<file path="src/rtl/axis_gain_sequencer_pkg.sv">
// Shared definitions for the gain sequencer: FSM state encodings, unity gain
// and the switch-to-gain scale constant.
package axis_gain_sequencer_pkg;

  typedef logic [1:0] gain_state_t;

  localparam logic [1:0] ST_HOLD      = 2'd0;
  localparam logic [1:0] ST_RAMP_UP   = 2'd1;
  localparam logic [1:0] ST_RAMP_DOWN = 2'd2;

  function automatic logic [63:0] gain_unity(input int gain_w);
    return 64'd1 << gain_w;
  endfunction

  // floor((2^gain_w - 1) / (2^sw_w - 1)); all-ones switches map to unity separately
  function automatic logic [63:0] sw_gain_scale(input int sw_w, input int gain_w);
    return ((64'd1 << gain_w) - 64'd1) / ((64'd1 << sw_w) - 64'd1);
  endfunction

endpackage

</file>
<file path="src/rtl/axis_gain_sequencer_if.sv">
// Monitored AXIS handshake of the volume block slave side.
interface axis_gain_sequencer_if;

  logic frame_valid;
  logic frame_ready;
  logic frame_last;

  modport master (
    output frame_valid,
    output frame_ready,
    output frame_last
  );

  modport slave (
    input frame_valid,
    input frame_ready,
    input frame_last
  );

endinterface

</file>
<file path="src/rtl/axis_gain_sequencer_sync_debouncer.sv">
// Two-flop synchroniser followed by a stability counter; the output only
// follows the input after DEBOUNCE_CYCLES identical synchronised samples.
module sync_debouncer #(
  parameter int WIDTH           = 1,
  parameter int DEBOUNCE_CYCLES = 255
) (
  input  logic             clk,
  input  logic             reset,
  input  logic [WIDTH-1:0] i_din,
  output logic [WIDTH-1:0] o_dout
);

  localparam int CW = $clog2(DEBOUNCE_CYCLES + 1);

  logic [WIDTH-1:0] r_sync_p0;
  logic [WIDTH-1:0] r_sync_p1;
  logic [WIDTH-1:0] r_cand;
  logic [CW-1:0]    r_cnt;
  logic [WIDTH-1:0] r_db;
  logic             w_same;

  assign w_same = (r_sync_p1 == r_cand);
  assign o_dout = r_db;

  // stage p0/p1: metastability filter
  always_ff @(posedge clk) begin
    if (reset) begin
      r_sync_p0 <= '0;
      r_sync_p1 <= '0;
    end else begin
      r_sync_p0 <= i_din;
      r_sync_p1 <= r_sync_p0;
    end
  end

  // stability counter: a new candidate counts as its own first sample
  always_ff @(posedge clk) begin
    if (reset) begin
      r_cand <= '0;
      r_cnt  <= '0;
      r_db   <= '0;
    end else if (!w_same) begin
      r_cand <= r_sync_p1;
      r_cnt  <= CW'(1);
      if (DEBOUNCE_CYCLES == 1)
        r_db <= r_sync_p1;
    end else begin
      if (r_cnt != CW'(DEBOUNCE_CYCLES))
        r_cnt <= r_cnt + 1'b1;
      if (r_cnt == CW'(DEBOUNCE_CYCLES - 1))
        r_db <= r_cand;
    end
  end

endmodule

</file>
<file path="src/rtl/axis_gain_sequencer.sv">
// Gain sequencer: debounced volume/mute controls set a target, and the applied
// gain ramps toward it by a fixed step once per completed AXIS frame.
module axis_gain_sequencer
  import axis_gain_sequencer_pkg::*;
#(
  parameter int          SWITCH_WIDTH    = 4,
  parameter int          GAIN_WIDTH      = 24,
  parameter int unsigned RAMP_STEP       = 32'h100000,
  parameter int          DEBOUNCE_CYCLES = 255
) (
  input  logic                    clk,
  input  logic                    reset,
  input  logic [SWITCH_WIDTH-1:0] sw,
  input  logic                    mute_btn,
  axis_gain_sequencer_if.slave    s_axis,
  output logic [GAIN_WIDTH:0]     gain,
  output logic                    gain_update,
  output logic                    muted,
  output logic                    ramping
);

  localparam int GW1 = GAIN_WIDTH + 1;
  localparam int AW  = GAIN_WIDTH + 2;

  localparam logic [GAIN_WIDTH:0]     GAIN_UNITY = GW1'(gain_unity(GAIN_WIDTH));
  localparam logic [GAIN_WIDTH:0]     SW_SCALE   = GW1'(sw_gain_scale(SWITCH_WIDTH, GAIN_WIDTH));
  localparam logic signed [AW-1:0]    STEP_S     = AW'(RAMP_STEP);

  logic [SWITCH_WIDTH-1:0] w_sw_db;
  logic                    w_mute_db;
  logic                    w_mute_rise;
  logic                    w_frame_end;
  logic [GAIN_WIDTH:0]     w_sw_ext;
  logic [GAIN_WIDTH:0]     w_eff_nxt;
  logic [GAIN_WIDTH:0]     w_gain_nxt;
  logic [1:0]              w_state_nxt;

  logic                    r_mute_db_d;
  logic                    r_muted;
  logic [GAIN_WIDTH:0]     r_sw_target_p0;
  logic [GAIN_WIDTH:0]     r_eff_target_p1;
  logic [GAIN_WIDTH:0]     r_gain_p2;
  logic [1:0]              r_state;
  logic                    r_gain_update;
  logic                    r_ramping;

  // Wide signed step with clamp to the target before truncation, so the
  // result can neither wrap nor cross the target.
  function automatic logic [GAIN_WIDTH:0] step_up_sat(input logic [GAIN_WIDTH:0] g,
                                                      input logic [GAIN_WIDTH:0] t);
    logic signed [AW-1:0] sum;
    sum = signed'({1'b0, g}) + STEP_S;
    if (sum >= signed'({1'b0, t}))
      return t;
    return GW1'(sum);
  endfunction

  function automatic logic [GAIN_WIDTH:0] step_down_sat(input logic [GAIN_WIDTH:0] g,
                                                        input logic [GAIN_WIDTH:0] t);
    logic signed [AW-1:0] diff;
    diff = signed'({1'b0, g}) - STEP_S;
    if (diff <= signed'({1'b0, t}))
      return t;
    return GW1'(diff);
  endfunction

  sync_debouncer #(
    .WIDTH           (SWITCH_WIDTH),
    .DEBOUNCE_CYCLES (DEBOUNCE_CYCLES)
  ) u_sw_db (
    .clk    (clk),
    .reset  (reset),
    .i_din  (sw),
    .o_dout (w_sw_db)
  );

  sync_debouncer #(
    .WIDTH           (1),
    .DEBOUNCE_CYCLES (DEBOUNCE_CYCLES)
  ) u_mute_db (
    .clk    (clk),
    .reset  (reset),
    .i_din  (mute_btn),
    .o_dout (w_mute_db)
  );

  assign w_mute_rise = w_mute_db & ~r_mute_db_d;
  assign w_frame_end = s_axis.frame_valid & s_axis.frame_ready & s_axis.frame_last;
  assign w_sw_ext    = GW1'(w_sw_db);
  assign w_eff_nxt   = r_muted ? '0 : r_sw_target_p0;

  // stage p0: mute toggle and switch-to-target conversion
  always_ff @(posedge clk) begin
    if (reset) begin
      r_mute_db_d    <= 1'b0;
      r_muted        <= 1'b0;
      r_sw_target_p0 <= '0;
    end else begin
      r_mute_db_d    <= w_mute_db;
      r_muted        <= r_muted ^ w_mute_rise;
      r_sw_target_p0 <= (&w_sw_db) ? GAIN_UNITY : w_sw_ext * SW_SCALE;
    end
  end

  // Direction changes and leaving HOLD consume a frame without stepping.
  always_comb begin
    w_gain_nxt  = r_gain_p2;
    w_state_nxt = r_state;
    if (w_frame_end) begin
      case (r_state)
        ST_HOLD: begin
          if (r_gain_p2 < r_eff_target_p1)
            w_state_nxt = ST_RAMP_UP;
          else if (r_gain_p2 > r_eff_target_p1)
            w_state_nxt = ST_RAMP_DOWN;
        end
        ST_RAMP_UP: begin
          if (r_eff_target_p1 < r_gain_p2)
            w_state_nxt = ST_RAMP_DOWN;
          else if (r_eff_target_p1 == r_gain_p2)
            w_state_nxt = ST_HOLD;
          else begin
            w_gain_nxt = step_up_sat(r_gain_p2, r_eff_target_p1);
            if (w_gain_nxt == r_eff_target_p1)
              w_state_nxt = ST_HOLD;
          end
        end
        ST_RAMP_DOWN: begin
          if (r_eff_target_p1 > r_gain_p2)
            w_state_nxt = ST_RAMP_UP;
          else if (r_eff_target_p1 == r_gain_p2)
            w_state_nxt = ST_HOLD;
          else begin
            w_gain_nxt = step_down_sat(r_gain_p2, r_eff_target_p1);
            if (w_gain_nxt == r_eff_target_p1)
              w_state_nxt = ST_HOLD;
          end
        end
        default: w_state_nxt = ST_HOLD;
      endcase
    end
  end

  // stage p1/p2: effective target, applied gain and status flags
  always_ff @(posedge clk) begin
    if (reset) begin
      r_eff_target_p1 <= '0;
      r_gain_p2       <= '0;
      r_state         <= ST_HOLD;
      r_gain_update   <= 1'b0;
      r_ramping       <= 1'b0;
    end else begin
      r_eff_target_p1 <= w_eff_nxt;
      r_gain_p2       <= w_gain_nxt;
      r_state         <= w_state_nxt;
      r_gain_update   <= (w_gain_nxt != r_gain_p2);
      r_ramping       <= (w_gain_nxt != w_eff_nxt);
    end
  end

  assign gain        = r_gain_p2;
  assign gain_update = r_gain_update;
  assign muted       = r_muted;
  assign ramping     = r_ramping;

endmodule

</file>
<file path="src/flat_wrapper.sv">
// flat-port wrapper written by rule: the top's interface ports become plain ports
module axis_gain_sequencer_flat import axis_gain_sequencer_pkg::*;
#(
  parameter int          SWITCH_WIDTH    = 4,
  parameter int          GAIN_WIDTH      = 24,
  parameter int unsigned RAMP_STEP       = 32'h100000,
  parameter int          DEBOUNCE_CYCLES = 255
)
  (clk, reset, sw, mute_btn, gain, gain_update, muted, ramping, s_axis_frame_valid, s_axis_frame_ready, s_axis_frame_last);
  axis_gain_sequencer_if s_axis_i ();
  input  logic clk;
  input  logic reset;
  input  logic [SWITCH_WIDTH-1:0] sw;
  input  logic mute_btn;
  output logic [GAIN_WIDTH:0] gain;
  output logic gain_update;
  output logic muted;
  output logic ramping;
  input wire logic [$bits(s_axis_i.frame_valid)-1:0] s_axis_frame_valid;
  input wire logic [$bits(s_axis_i.frame_ready)-1:0] s_axis_frame_ready;
  input wire logic [$bits(s_axis_i.frame_last)-1:0] s_axis_frame_last;
  assign s_axis_i.frame_valid = s_axis_frame_valid;
  assign s_axis_i.frame_ready = s_axis_frame_ready;
  assign s_axis_i.frame_last = s_axis_frame_last;
  axis_gain_sequencer #(.SWITCH_WIDTH(SWITCH_WIDTH), .GAIN_WIDTH(GAIN_WIDTH), .RAMP_STEP(RAMP_STEP), .DEBOUNCE_CYCLES(DEBOUNCE_CYCLES)) u_core (.clk(clk), .reset(reset), .sw(sw), .mute_btn(mute_btn), .s_axis(s_axis_i), .gain(gain), .gain_update(gain_update), .muted(muted), .ramping(ramping));
endmodule
</file>
<file path="config.mk">
export PLATFORM = sky130hd
export DESIGN_NAME = axis_gain_sequencer_flat
export DESIGN_NICKNAME = d
export VERILOG_FILES = /design/src/rtl/axis_gain_sequencer_pkg.sv /design/src/rtl/axis_gain_sequencer_if.sv /design/src/rtl/axis_gain_sequencer_sync_debouncer.sv /design/src/rtl/axis_gain_sequencer.sv /design/src/flat_wrapper.sv
export SDC_FILE = /design/constraint.sdc
export NUM_CORES = 1
export LEC_CHECK = 0
export CAP_MARGIN = 20
export CORE_MARGIN = 3
export CORE_UTILIZATION = 30
export CTS_CLUSTER_SIZE = 30
export DETAILED_ROUTE_END_ITERATION = 10
export GPL_ROUTABILITY_DRIVEN = 0
export GPL_TIMING_DRIVEN = 0
export SYNTH_ARGS = -nofsm -noshare
export SYNTH_HDL_FRONTEND = slang
export SYNTH_HIERARCHICAL = 1
export SYNTH_SLANG_ARGS = --single-unit
</file>
<file path="constraint.sdc">
create_clock -name clk -period 5.35 [get_ports clk]
set_input_delay 1.07 -clock clk [delete_from_list [all_inputs] [get_ports clk]]
set_output_delay 1.07 -clock clk [all_outputs]
set_load 0.01 [all_outputs]
</file>
== Word level (Yosys, flattened, before mapping) ==
Cells that the tools add are included.
Widths: inputs -> output; s select.
Word-level totals
  bits in registers: 117
Cells by class
  bitwise logic cells: 7
  add/subtract/negate cells: 4
  mux-type cells: 43
  multiply operators: 1
  order comparisons: 6
  reduce and logical (&&, ||, !) cells: 8
  equal/unequal tests: 18
Operator list (count)
  $mux 25: 19
  $eq 25x25->1: 3
  $gt 25x25->1: 2
  $lt 25x25->1: 2
  $ne 25x25->1: 2
  $pmux 25 s2: 1
  $add 25x21->26 const B: 1
  $ge 26x26->1: 1
  $le 26x26->1: 1
  $sub 25x21->26 const B: 1
  $mul 4x21->25 const B: 1
  $add 8x1->8 const B: 2
  $eq 8x8->1 const B: 2
  $mux 2: 8
  $ne 8x8->1 const B: 2
  $mux 1: 14
  $ne 4x1->1 const B: 2
  $reduce_and 4->1: 2
  $pmux 2 s3: 1
  $reduce_or 2->1: 3
  $eq 4x4->1: 1
  $ne 2x1->1 const B: 2
  $reduce_and 2->1: 2
  $and 1x1->1: 3
  other kinds (7): 9

== Longest topological paths before layout ==
  depth after elaboration: 17
  gate-level depth with buffers: 19
  mapped depth without buffers: 17

== Hierarchy ==
The synthesis kept the hierarchy.
By module, submodules not included
  axis_gain_sequencer: instances 1, seq. area each 820.8 um2, area an instance 4759.6 um2, cells an instance 629
  sync_debouncer at u_core.u_sw_db: instances 1, seq. area each 480.5 um2, area an instance 939.7 um2, cells an instance 93
  sync_debouncer at u_core.u_mute_db: instances 1, seq. area each 240.2 um2, area an instance 529.3 um2, cells an instance 57

== Worst setup path before layout ==
OpenSTA, ideal clock, no wires.
  path type: flip-flop to flip-flop
  start point: register u_core.r_gain_p2[20] (netlist: u_core/gain[20])
  end point: register u_core.r_ramping (netlist: u_core/ramping)
  data arrival time: 4031 ps
  period minus slack after synthesis: 4169 ps
  buffers on the path: 1
  slack: 1181 ps
  cell stages (with the launch flop): 19
  cell sequence: dfxtp_1 buf_4 inv_1 ha_1 inv_1 nor3_1 xnor2_1 ha_1 and4_1 nand2_1 a2111oi_2 o211ai_2 nand3_1 a2bb2oi_2 nor2_4 a311oi_1 mux2_2 a2111oi_2 a41oi_1
Between the ends
  word-level cells in the longest chain between the ends: 17
Ends and longest elaborated chain
  from (decl): line axis_gain_sequencer.sv:42  | logic [GAIN_WIDTH:0] r_gain_p2;
  from (signal assigned): line axis_gain_sequencer.sv:154  | r_gain_p2 <= w_gain_nxt;
  $sub 25x21->26 or $add 25x21->26 (tied branches): line axis_gain_sequencer.sv:61, axis_gain_sequencer.sv:52
  $le 26x26->1 or $ge 26x26->1 (tied branches): line axis_gain_sequencer.sv:62, axis_gain_sequencer.sv:53
  $mux 1 (on tied branches): line axis_gain_sequencer.sv:62, axis_gain_sequencer.sv:53
  $mux 1 (on tied branches): line axis_gain_sequencer.sv:131, axis_gain_sequencer.sv:120
  $mux 1 (on tied branches): line axis_gain_sequencer.sv:129, axis_gain_sequencer.sv:118
  $mux 1: line axis_gain_sequencer.sv:110  | case (r_state)
  $mux 1: line axis_gain_sequencer.sv:109  | if (w_frame_end) begin
  $mux 25 (on tied branches): line axis_gain_sequencer.sv:64, axis_gain_sequencer.sv:55
  $mux 25 (on tied branches): line axis_gain_sequencer.sv:131, axis_gain_sequencer.sv:120
  $mux 25 (on tied branches): line axis_gain_sequencer.sv:129, axis_gain_sequencer.sv:118
  $mux 25: line axis_gain_sequencer.sv:110
  $mux 25: line axis_gain_sequencer.sv:109
  $mux 25 (on tied branches): line axis_gain_sequencer.sv:131, axis_gain_sequencer.sv:120
  $mux 25 (on tied branches): line axis_gain_sequencer.sv:129, axis_gain_sequencer.sv:118
  $pmux 25 s2: line axis_gain_sequencer.sv:110
  $mux 25 (*): line axis_gain_sequencer.sv:109
  $ne 25x25->1 (*): line axis_gain_sequencer.sv:157  | r_ramping <= (w_gain_nxt != w_eff_nxt);
  to (signal assigned): line axis_gain_sequencer.sv:157
  to (decl): line axis_gain_sequencer.sv:45  | logic r_ramping;
Every way passes the cells marked *; elsewhere a longest branch is shown, timed or not. The select of a mux whose other input is x is not followed.
A chain may end at the register's enable or synchronous reset.

== Worst setup path after layout ==
Same ends and word-level chain as after synthesis.

==> results.toml <==
[timing]
final_max_slew_viol_count = 0
rsz0062_at_grt = "false"
fin_crit_sh = 0.959
clock.fmax_ghz = 0.195
setup_viol = 0
layout_min_cycle_time_ps = 5130
slew_headroom = 0.454
hold_viol = 0
fin_skew_ps = 7.47
tightest_slew_ps = 817

[floorplanning]
rows = 52
dieArea_um2 = 22500
initial_core_util = 0.307
die_w_um = 150
die_h_um = 150
core_area_um2 = 20300
ios = 38

[drt]
routed_via_density = 5.87
wl_per_cell_um = 19.4
drc = 0
dr.pass1.iters = 7
drtIter0Drc = 653
drtAntennaViolNets = 0
vias = 6483
drt_wl_total_um = 21500

[cts]
max-clock-path-buffers = 2
cts_tree = "done"
cts_max_level = 3
hold_buffers = 0
cts_num_sinks = 77
cts-root-buf = "clkbuf_16"
clock_latency_ps = 330
cts_buffers = 9
clk_pin_slew_ps = 60

[global_routing]
track_usage = 0.187
grt_pass1_vias = 5961
overflow = 0
antenna_found_initial = 0
grt_pass1_wl_um = 33100
grt_max_degree = 17

[pwr]
power.total_mw = 1.24
leakagePower_nw = 2.59
p_per_area_nw_per_um2 = 171
peakVddDrop_v = 0.000163

[worst_setup_path]
timing.rr.end = "u_core/ramping$_SDFF_PP0_"
worstSetupStartpoint = "u_core/gain[20]$_SDFF_PP0_"
crit_required_ps = 5530
cp-end-kind = "flip-flop"
crit_slowest_cell = "a222oi_1"
critPathLaunchType = "flip-flop"
r2r_slack_ps = 220
arrival_ps = 5310
cp_max_fo = 9
r2r-start = "u_core/gain[20]$_SDFF_PP0_"
critical_path.max_stage_delay_ps = 630
critical_path_class = "flip-flop to flip-flop"
cp-endpoint = "u_core/ramping$_SDFF_PP0_"
crit_chain = "buf_4, inv_1, ha_1, inv_1, nor3_1, xnor2_1, ha_1, and4_1, nand2_1, a2111oi_2, o211ai_2, nand3_1, o2bb2ai_2, a222oi_1, a2bb2oi_1, mux2i_1, o2111a_1, a41oi_1"
reg2reg_depth = 18

[logic_synthesis]
synth.most_common_cell = "dfxtp_1"
synth.avg_cell_area_um2 = 8.00
synthCells = 779
yosys_most_used_dff = "dfxtp_1"
ys_seq_area_frac = 0.247
yosys_warnings = 6
ys_top_cells_by_area = "dfxtp_1 25%, ha_1 13%, a21oi_1 4.3%"
synth_top_area_frac = 0.247
synth_fp_nets = 853
synth_edf_count = 0
async_flop_share = 0
yosys.area.top_type = "dfxtp_1"
synthesis.area_um2 = 6230
synth_common_cells = "77 x dfxtp_1, 69 x nor2_1, 64 x ha_1, 54 x a21oi_1"
synthDistinctLibCells = 89
ys_ff_latch = 77

[layout]
postLayoutCellArea_um2 = 7270
nets = 903
antenna_cells = 0
area_growth_syn_to_layout_pct = 16.7
drive_gt1_frac = 0.0863
fillers = 2165
final_cells = 1104

[placed_design]
portBuffers = 37
dpl_cell_area_um2 = 6940
hpwlAfterDp_um = 16200
place_inst = 1086

[hold_path]
min_path_type = "flip-flop to flip-flop"

[status]
status = "finished, final reports clean"

[job]
max_cap_viol_count = 0
==> through the flow <==
| stage | hold WS [ps] | util | TNS, ps | worst slack, ps |
|---|---|---|---|---|
| after floorplan | 414 | - | 0 | 1180 |
| after global placement | 415 | 0.342 | -76.4 | -76.4 |
| after detailed placement | 422 | 0.342 | -78.5 | -78.5 |
| after CTS | 435 | 0.357 | 0 | 238 |
| after global routing | 453 | 0.358 | 0 | 1.57 |
| final | 435 | 0.358 | 0 | 221 |
==> timing repair <==
| item | in CTS | in global routing |
|---|---|---|
| pin swaps | 0 | 1 |
| setup buffers | 0 | 2 |
| resized for setup | 1 | 4 |
| endpoints found under the setup margin | 1 | 1 |
==> kinds of logic after synthesis <==
group | count (synthesis) | share of synthesized area
AOI/OAI and AO/OA | 219 | 0.251
xor gates and xnor gates | 21 | 0.0295
adders and majority gates | 64 | 0.129
buffers and inverters | 79 | 0.0548
DFF | 77 | 0.247
muxes | 10 | 0.0169
and+or+nand+nor | 309 | 0.272
==> registers in the layout, indices dropped and copies added (netlist names), 2 cells and up <==
name,flops
u_core/gain,25
u_core/r_eff_target_p1,5
u_core/r_state,2
u_core/r_sw_target_p0,5
u_core/u_mute_db/r_cnt,8
u_core/u_sw_db/o_dout,4
u_core/u_sw_db/r_cand,4
u_core/u_sw_db/r_cnt,8
u_core/u_sw_db/r_sync_p0,4
u_core/u_sw_db/r_sync_p1,4
==> worst min path at each step <==
stage,end,depth (start not counted),startpoint
finish,u_core/u_sw_db/r_sync_p1[3]$_SDFF_PP0_,1,u_core/u_sw_db/r_sync_p0[3]$_SDFF_PP0_
global route,u_core/u_mute_db/r_sync_p1$_SDFF_PP0_,1,u_core/u_mute_db/r_sync_p0$_SDFF_PP0_
floorplan,u_core/u_mute_db/r_sync_p1$_SDFF_PP0_,1,u_core/u_mute_db/r_sync_p0$_SDFF_PP0_
CTS,u_core/u_sw_db/r_sync_p1[2]$_SDFF_PP0_,1,u_core/u_sw_db/r_sync_p0[2]$_SDFF_PP0_
detailed placement,u_core/u_sw_db/r_sync_p1[2]$_SDFF_PP0_,1,u_core/u_sw_db/r_sync_p0[2]$_SDFF_PP0_
global placement,u_core/u_sw_db/r_sync_p1[2]$_SDFF_PP0_,1,u_core/u_sw_db/r_sync_p0[2]$_SDFF_PP0_
==> layout by cell type (no fill, tap or decap), types with 7 or more instances in the layout <==
master           count
nor2b_1             23
dfxtp_1             77
nor2_1              69
or3_1                9
nand2_1             45
o31ai_1              7
o2111ai_1            8
nand4_1             18
a31oi_1             17
nand2b_1            12
and3_1               8
a211oi_1            14
nor3_1              31
xnor2_1             13
clkbuf_1            19
buf_4                9
a21oi_1             54
ha_1                64
nor4_1              15
clkbuf_16            9
o21ai_0             33
xor2_1               8
nand3_1             36
inv_1               45
o211ai_1             9
clkdlybuf4s50_1     37
==> final cells by class <==
cell class                      count  area, µm²  area share
Inverter                           48        183      0.0251
Clock inverter                      6       71.3     0.00981
Sequential cell                    77       1540       0.212
Tap cell                          270        338      0.0465
Buffer                             31        163      0.0224
Clock buffer                       10        229      0.0315
Multi-Input combinational cell    623       4360       0.600
Timing Repair Buffer               39        385      0.0530
==> worst max-delay path, delay by kind of cell, from the launching register on <==
family / cells / cell delay, ps
AND/OR/NAND/NOR: 4 / 810
adder cells (fa/ha/maj): 2 / 600
AO/OA/AOI/OAI: 7 / 2200
buffers and inverters: 3 / 600
XOR/XNOR: 1 / 180
flip-flops: 1 / 330
multiplexers: 1 / 240
==> routing by layer <==
metal,up-vias,routed length [µm],GRT usage
li1,3043,-,-
met1,3052,9280,0.254
met2,334,9620,0.300
met3,54,1850,0.0322
met4,0,699,0.0682
met5,-,0,0
==> where the power goes <==
group          switching (mW)  internal, mW
logic                  0.0210        0.0175
registers             0.00609         0.581
clock network           0.250         0.365
(Power assumes the default switching activity.)
